`src/rtl/alu_seq_pkg.sv`:
```
// rtl/alu_seq_pkg.sv - shared constants and types for the multi-word ALU sequencer
package alu_seq_pkg;

    localparam int WORD_W    = 16;
    localparam int MAX_WORDS = 4;
    localparam int CNT_W     = 2;

    typedef enum logic [1:0] {
        IDLE = 2'd0,
        RUN  = 2'd1,
        DONE = 2'd2
    } state_t;

    localparam logic [3:0] SEL_PASS_A = 4'b0000;
    localparam logic [3:0] SEL_SUB    = 4'b0110;
    localparam logic [3:0] SEL_ADD    = 4'b1001;
    localparam logic [3:0] SEL_DOUBLE = 4'b1100;

endpackage

```
`src/rtl/alu_multiword_seq.sv`:
```
// rtl/alu_multiword_seq.sv - slices a wide command onto a 16-bit arithmetic unit and assembles the response
module alu_multiword_seq #(
    parameter int WORD_W    = alu_seq_pkg::WORD_W,
    parameter int MAX_WORDS = alu_seq_pkg::MAX_WORDS,
    parameter int CNT_W     = alu_seq_pkg::CNT_W
) (
    input  logic                          clk,
    input  logic                          rst,
    input  logic                          cmd_valid,
    output logic                          cmd_ready,
    input  logic [3:0]                    cmd_select,
    input  logic [CNT_W-1:0]              cmd_words,
    input  logic                          cmd_carry_in,
    input  logic [WORD_W*MAX_WORDS-1:0]   cmd_a,
    input  logic [WORD_W*MAX_WORDS-1:0]   cmd_b,
    output logic [WORD_W-1:0]             alu_a,
    output logic [WORD_W-1:0]             alu_b,
    output logic [3:0]                    alu_select,
    output logic                          alu_carry_in,
    input  logic [WORD_W-1:0]             alu_result,
    input  logic                          alu_carry_out,
    input  logic                          alu_compare,
    output logic                          rsp_valid,
    input  logic                          rsp_ready,
    output logic [WORD_W*MAX_WORDS-1:0]   rsp_result,
    output logic                          rsp_carry,
    output logic                          rsp_equal,
    output logic                          rsp_zero
);
    import alu_seq_pkg::*;

    localparam int DATA_W = WORD_W * MAX_WORDS;

    state_t              r_state;
    state_t              w_next_state;
    logic [DATA_W-1:0]   r_a;
    logic [DATA_W-1:0]   r_b;
    logic [DATA_W-1:0]   r_result;
    logic [3:0]          r_sel;
    logic [CNT_W-1:0]    r_words;
    logic [CNT_W-1:0]    r_idx;
    logic                r_carry;
    logic                r_equal;

    logic                w_accept;
    logic                w_last;
    logic [WORD_W-1:0]   w_a_slice;
    logic [WORD_W-1:0]   w_b_slice;

    assign w_accept = cmd_valid & cmd_ready;
    assign w_last   = (r_idx == r_words);

    // State register; reset aborts any command in flight.
    always_ff @(posedge clk) begin
        if (rst) begin
            r_state <= IDLE;
        end else begin
            r_state <= w_next_state;
        end
    end

    // Next-state logic and the command-side handshake.
    always_comb begin
        w_next_state = r_state;
        cmd_ready    = 1'b0;
        case (r_state)
            IDLE: begin
                cmd_ready = ~rst;
                if (cmd_valid && !rst) begin
                    w_next_state = RUN;
                end
            end
            RUN: begin
                if (w_last) begin
                    w_next_state = DONE;
                end
            end
            DONE: begin
                if (rsp_ready) begin
                    w_next_state = IDLE;
                end
            end
            default: begin
                w_next_state = IDLE;
            end
        endcase
    end

    // Select the operand slices addressed by the current index.
    always_comb begin
        w_a_slice = '0;
        w_b_slice = '0;
        for (int i = 0; i < MAX_WORDS; i++) begin
            if (r_idx == CNT_W'(i)) begin
                w_a_slice = r_a[i*WORD_W +: WORD_W];
                w_b_slice = r_b[i*WORD_W +: WORD_W];
            end
        end
    end

    // Latch the command on accept, then collect one result slice per RUN cycle with carry chaining.
    always_ff @(posedge clk) begin
        if (rst) begin
            r_a      <= '0;
            r_b      <= '0;
            r_result <= '0;
            r_sel    <= '0;
            r_words  <= '0;
            r_idx    <= '0;
            r_carry  <= 1'b0;
            r_equal  <= 1'b0;
        end else begin
            case (r_state)
                IDLE: begin
                    if (w_accept) begin
                        r_a      <= cmd_a;
                        r_b      <= cmd_b;
                        r_sel    <= cmd_select;
                        r_words  <= cmd_words;
                        r_result <= '0;
                        r_idx    <= '0;
                        r_carry  <= cmd_carry_in;
                        r_equal  <= 1'b1;
                    end
                end
                RUN: begin
                    for (int i = 0; i < MAX_WORDS; i++) begin
                        if (r_idx == CNT_W'(i)) begin
                            r_result[i*WORD_W +: WORD_W] <= alu_result;
                        end
                    end
                    r_carry <= alu_carry_out;
                    r_equal <= r_equal & alu_compare;
                    if (!w_last) begin
                        r_idx <= r_idx + 1'b1;
                    end
                end
                default: begin
                end
            endcase
        end
    end

    // Drive the arithmetic unit only while running and expose the response only in DONE.
    always_comb begin
        alu_a        = '0;
        alu_b        = '0;
        alu_select   = '0;
        alu_carry_in = 1'b0;
        rsp_valid    = 1'b0;
        rsp_result   = '0;
        rsp_carry    = 1'b0;
        rsp_equal    = 1'b0;
        rsp_zero     = 1'b0;
        if (r_state == RUN) begin
            alu_a        = w_a_slice;
            alu_b        = w_b_slice;
            alu_select   = r_sel;
            alu_carry_in = r_carry;
        end
        if (r_state == DONE) begin
            rsp_valid  = 1'b1;
            rsp_result = r_result;
            rsp_carry  = r_carry;
            rsp_equal  = r_equal;
            rsp_zero   = ~|r_result;
        end
    end

endmodule

```
`config.mk`:
```
export PLATFORM = sky130hd
export DESIGN_NAME = alu_multiword_seq
export DESIGN_NICKNAME = d
export VERILOG_FILES = /design/src/rtl/alu_seq_pkg.sv /design/src/rtl/alu_multiword_seq.sv
export SDC_FILE = /design/constraint.sdc
export NUM_CORES = 1
export LEC_CHECK = 0
export ABC_AREA = 1
export CAP_MARGIN = 20
export CORE_UTILIZATION = 40
export DETAILED_ROUTE_END_ITERATION = 8
export PLACE_DENSITY = 0.69
export RECOVER_POWER = 100
export SETUP_SLACK_MARGIN = 0.02
export SLEW_MARGIN = 20
export SYNTH_ARGS = -nofsm -noshare
export SYNTH_HDL_FRONTEND = slang
export SYNTH_SLANG_ARGS = --single-unit
```
`constraint.sdc`:
```
create_clock -name clk -period 1.97 [get_ports clk]
set_clock_uncertainty 0.1 [all_clocks]
set_input_delay 0.394 -clock clk [delete_from_list [all_inputs] [get_ports clk]]
set_output_delay 0.394 -clock clk [all_outputs]
set_load 0.02 [all_outputs]
```
==> results.md <==
- The number of input and output port buffers inserted is about 260.
- The gate count of the mapped netlist is ~1.3k.
- The die is about 150 µm wide.
- The net count of the finished layout is roughly 1.8k.
- The total global routing overflow is 0.
- Routability-driven placement finished with a final weighted congestion of about 0.91.
- The number of distinct standard cells referenced by the synthesized netlist is 24.
- Clock latency on the worst-skew pair, taken at its later pin, is 500 ps.
- The setup TNS is -32980 ps.
- The routed via count divided by cell count is around 5.5.
- The first global-routing pass estimated between 50000 and 60000 µm of wire.
- Based on the critical path, the design can be clocked at up to 0.407 GHz.
- The final standard cell utilization of the core is 0.692.
- The share of the synthesized area in the top cell type is 0.442.
- The number of enable-type register cells in the synthesized netlist is 0.
- The initial cell density of the core is 0.408.
- In this run the cell area of the synthesized design comes to between 9000 and 10000 µm².
- After synthesis, the share of flip-flops with an asynchronous set or reset is 0.
- The global-route usage over all layers is 0.287.
- Power spread over the standard cell area amounts to around 700 nW/µm².
- The detailed-routing iteration count for the pre-antenna-repair pass is 7.
- In the final layout, the share of cells above drive strength 1 is 0.335.
- Across all setup checks in the final design, the least slack found is -488 ps.
- The number of sinks on the clock net is 204.
- Dividing the final minimum period by the clock period gives 1.25.
- The cell sitting at the root of the clock tree is a clkbuf_16.
- For the worst setup path, the data required time is 1480 ps.
- The largest voltage drop on the vdd net is roughly 0.00066 V.
- Setup repair after global routing could not meet its margin everywhere.
- The number of setup violations in the final report is 169.
- For flop-to-flop paths, the worst setup slack is -160 ps.
- TritonCTS built the clock tree.
- Including well taps, the total number of placed cells is 1831.
- The number of antenna violations at the first check in global routing was 2.
- At the pin with the least slew margin, the transition time is approximately 470 ps.
- In this run the core area contains 55 standard-cell rows.
- The count of state elements after synthesis is roughly 200.
- The worst hold path depth is 3.
- The detailed-route wire length is between 30000 and 40000 µm.
- The detailed-route wire length per cell is approximately 19 µm.
- The total count of hold-check failures in the final report came to 0.
- The number of fill cells is between 1.5k and 2k.
- Compared with the post-synthesis result, the final layout area differs by 69.7%.
- The cell leakage power is between 6 and 7 nW.
- The floorplan step defined a die boundary enclosing roughly 24000 µm².
- The origin of the worst min-delay path is cmd_a[19].
- In the synthesized netlist the dominant register cell turns out to be dfxtp_1.
- The DRC violation count after routing is 0.
- The checks that failed: negative setup slack.
- In this run the deepest clock path goes through 3 buffers.
- The average cell area after synthesis is roughly 7 µm².
- The Yosys step of the flow raised 0 warnings.
- The hold buffer count at cts is 0.
- In this run, CTS created clock tree buffers numbering 22.
- The worst-case setup slack after placement is -545 ps.
- The largest area contributor in the synthesized netlist is dfxtp_1.
- The launch point of the worst reg-to-reg path is r_state[0]$_SDFFE_PP0P_.
- The worst pin sits at a relative slew slack of 0.685.
- The kind of capture point of the worst setup path is an output pin.
- The final cell count without fillers is between 1.5k and 2k.
- Along the worst path, the maximum fanout reaches 15.
- The clock transition time at the flip-flop clock pins of the worst setup and hold paths is about 70 ps.
- Entering global routing, the biggest net connects between 60 and 70 pins.
- The flow ran to the end, but the final reports show violations.
- The detailed router finished its first iteration with between 900 and 1k violations.
- The reported max-cap violation count is 0.
- The max-slew violation total from the final report was 0.
- The path with the worst hold slack has its endpoint at r_a[19]$_SDFFE_PP0P_.
- The worst reg2reg path endpoint is r_result[18]$_SDFFE_PP0P_.
- By area the synthesized netlist is led by dfxtp_1, o21ai_0, nand2_1, a21oi_1, inv_1.
- Data arrives at the worst endpoint at 1960 ps.
- The type of origin of the critical path is a flop.
- The critical path is of the reg -> out type.
- The classification of the worst-slack hold path is in -> reg.
- After legalization and detailed placement, the total HPWL measured 21700 µm.
- The floorplan die height is approximately 150 µm.
- The number of cells on the worst reg-to-reg path is 10.
- The total via count in the routed design is ~11k.
- The standard cell core area is approximately 23000 µm².
- The remaining number of nets flagged by the antenna check after routing is 0.
- After layout, the minimum clock period comes to between 2000 and 2500 ps.
- The I/O pin count is about 260.
- The number of nets in the synthesized netlist is around 1.4k.
- In this run the number of H-tree levels came out at 1.
- For this run, the register share of the synthesized area comes to 0.442.
- The via count of the first global-routing pass is 10.1k.
==> registers in the layout (all words and copies together), names as in the netlist <==
signal and flops:
r_words 2, r_sel 4, r_idx 2, r_a 64
r_carry 1, r_result 64, r_state 2, r_equal 1
r_b 64
==> metal layers <==
layer  up-vias  global-route usage  share of wire
li1       4888                   -              -
met1      4982               0.354           0.40
met2       532               0.487           0.48
met3       148              0.0530          0.071
met4         2               0.124          0.051
met5         -                   0        0.00036
==> layout by cell type, fill, tap and decap left out, drive strengths merged <==
cell type	instances
a21oi	169
buf	264
bufinv	1
clkbuf	38
clkdlybuf4s50	156
clkinv	8
clkinvlp	1
dfxtp	204
diode	1
ha	4
inv	146
nand2	242
nand3	70
nand4	38
nor2	104
nor3	1
o211ai	1
o21ai	201
o22ai	1
==> where the power goes <==
part	internal, W	total, W	switching (W)
clock network	0.00238	0.00410	0.00172
registers	0.00446	0.00465	0.000190
logic	0.00105	0.00225	0.00120
total	0.00789	0.0110	0.00311
==> cell families (layout without fill, tap and decap cells) <==
| group | after synthesis | after routing | synth area share |
|---|---|---|---|
| other | 0 | 1 | 0 |
| DFF | 204 | 204 | 0.442 |
| and+or+nand+nor | 454 | 455 | 0.212 |
| adders and majority gates | 4 | 4 | 0.00542 |
| AOI/OAI and AO/OA | 372 | 372 | 0.222 |
| buffers and inverters | 247 | 614 | 0.117 |
==> critical path: stages, from the launching register on <==
cell and delay (ps):
dfxtp_2 370, buf_6 130, ha_4 220, buf_12 190
a21oi_2 40, o21ai_1 120, nand4_1 110, o21ai_1 110
buf_4 160
==> Yosys cell counts (4+ instances only) <==
master    count
buf_2        33
clkbuf_1     37
buf_6        15
nand4_1      38
o21ai_0     194
inv_1       145
a21oi_1     119
nand3_2      11
nand3_1      59
o21ai_1       7
nor2_1      102
a21oi_2      50
dfxtp_1     204
ha_1          4
buf_1        14
nand2_1     241
==> through the flow <==
stage	power, W	hold WS (ps)	instance area (µm²)
finish	0.0110	329	15700
global route	0.0114	343	15700
floorplan	0.00560	329	9340
global placement	0.00643	339	12900
detailed placement	0.00646	344	12900
CTS	0.0109	319	15300
==> layout make-up <==
type	count	area (µm²)	share of cell area
Timing Repair Buffer	428	4810	0.307
Multi-Input combinational cell	831	5130	0.327
Tap cell	285	357	0.0228
Clock inverter	9	76.3	0.00487
Clock buffer	30	632	0.0403
Antenna cell	1	2.50	0.000160
Sequential cell	204	4090	0.261
Inverter	147	574	0.0366
==> worst max-delay path by stage <==
stage | startpoint | endpoint | slack, ps | depth (start not counted)
after detailed placement | r_idx[0]$_SDFFE_PP0P_ | alu_a[5] | -550 | 8
after CTS | r_idx[0]$_SDFFE_PP0P_ | alu_a[15] | -500 | 8
final | r_idx[1]$_SDFFE_PP0P_ | alu_b[0] | -490 | 8
after global routing | r_idx[0]$_SDFFE_PP0P_ | alu_b[1] | -560 | 8
after global placement | r_idx[0]$_SDFFE_PP0P_ | alu_a[15] | -510 | 8
after floorplan | r_idx[1]$_SDFFE_PP0P_ | alu_a[0] | -20 | 8
==> repair_timing <==
item,4_1_cts,5_1_grt
pin swaps,48,51
cloned,13,4
setup buffers,34,20
endpoints found under the setup margin,106,120
gates resized for setup,919,88
No activity file was read; power rests on OpenSTA's default activity.
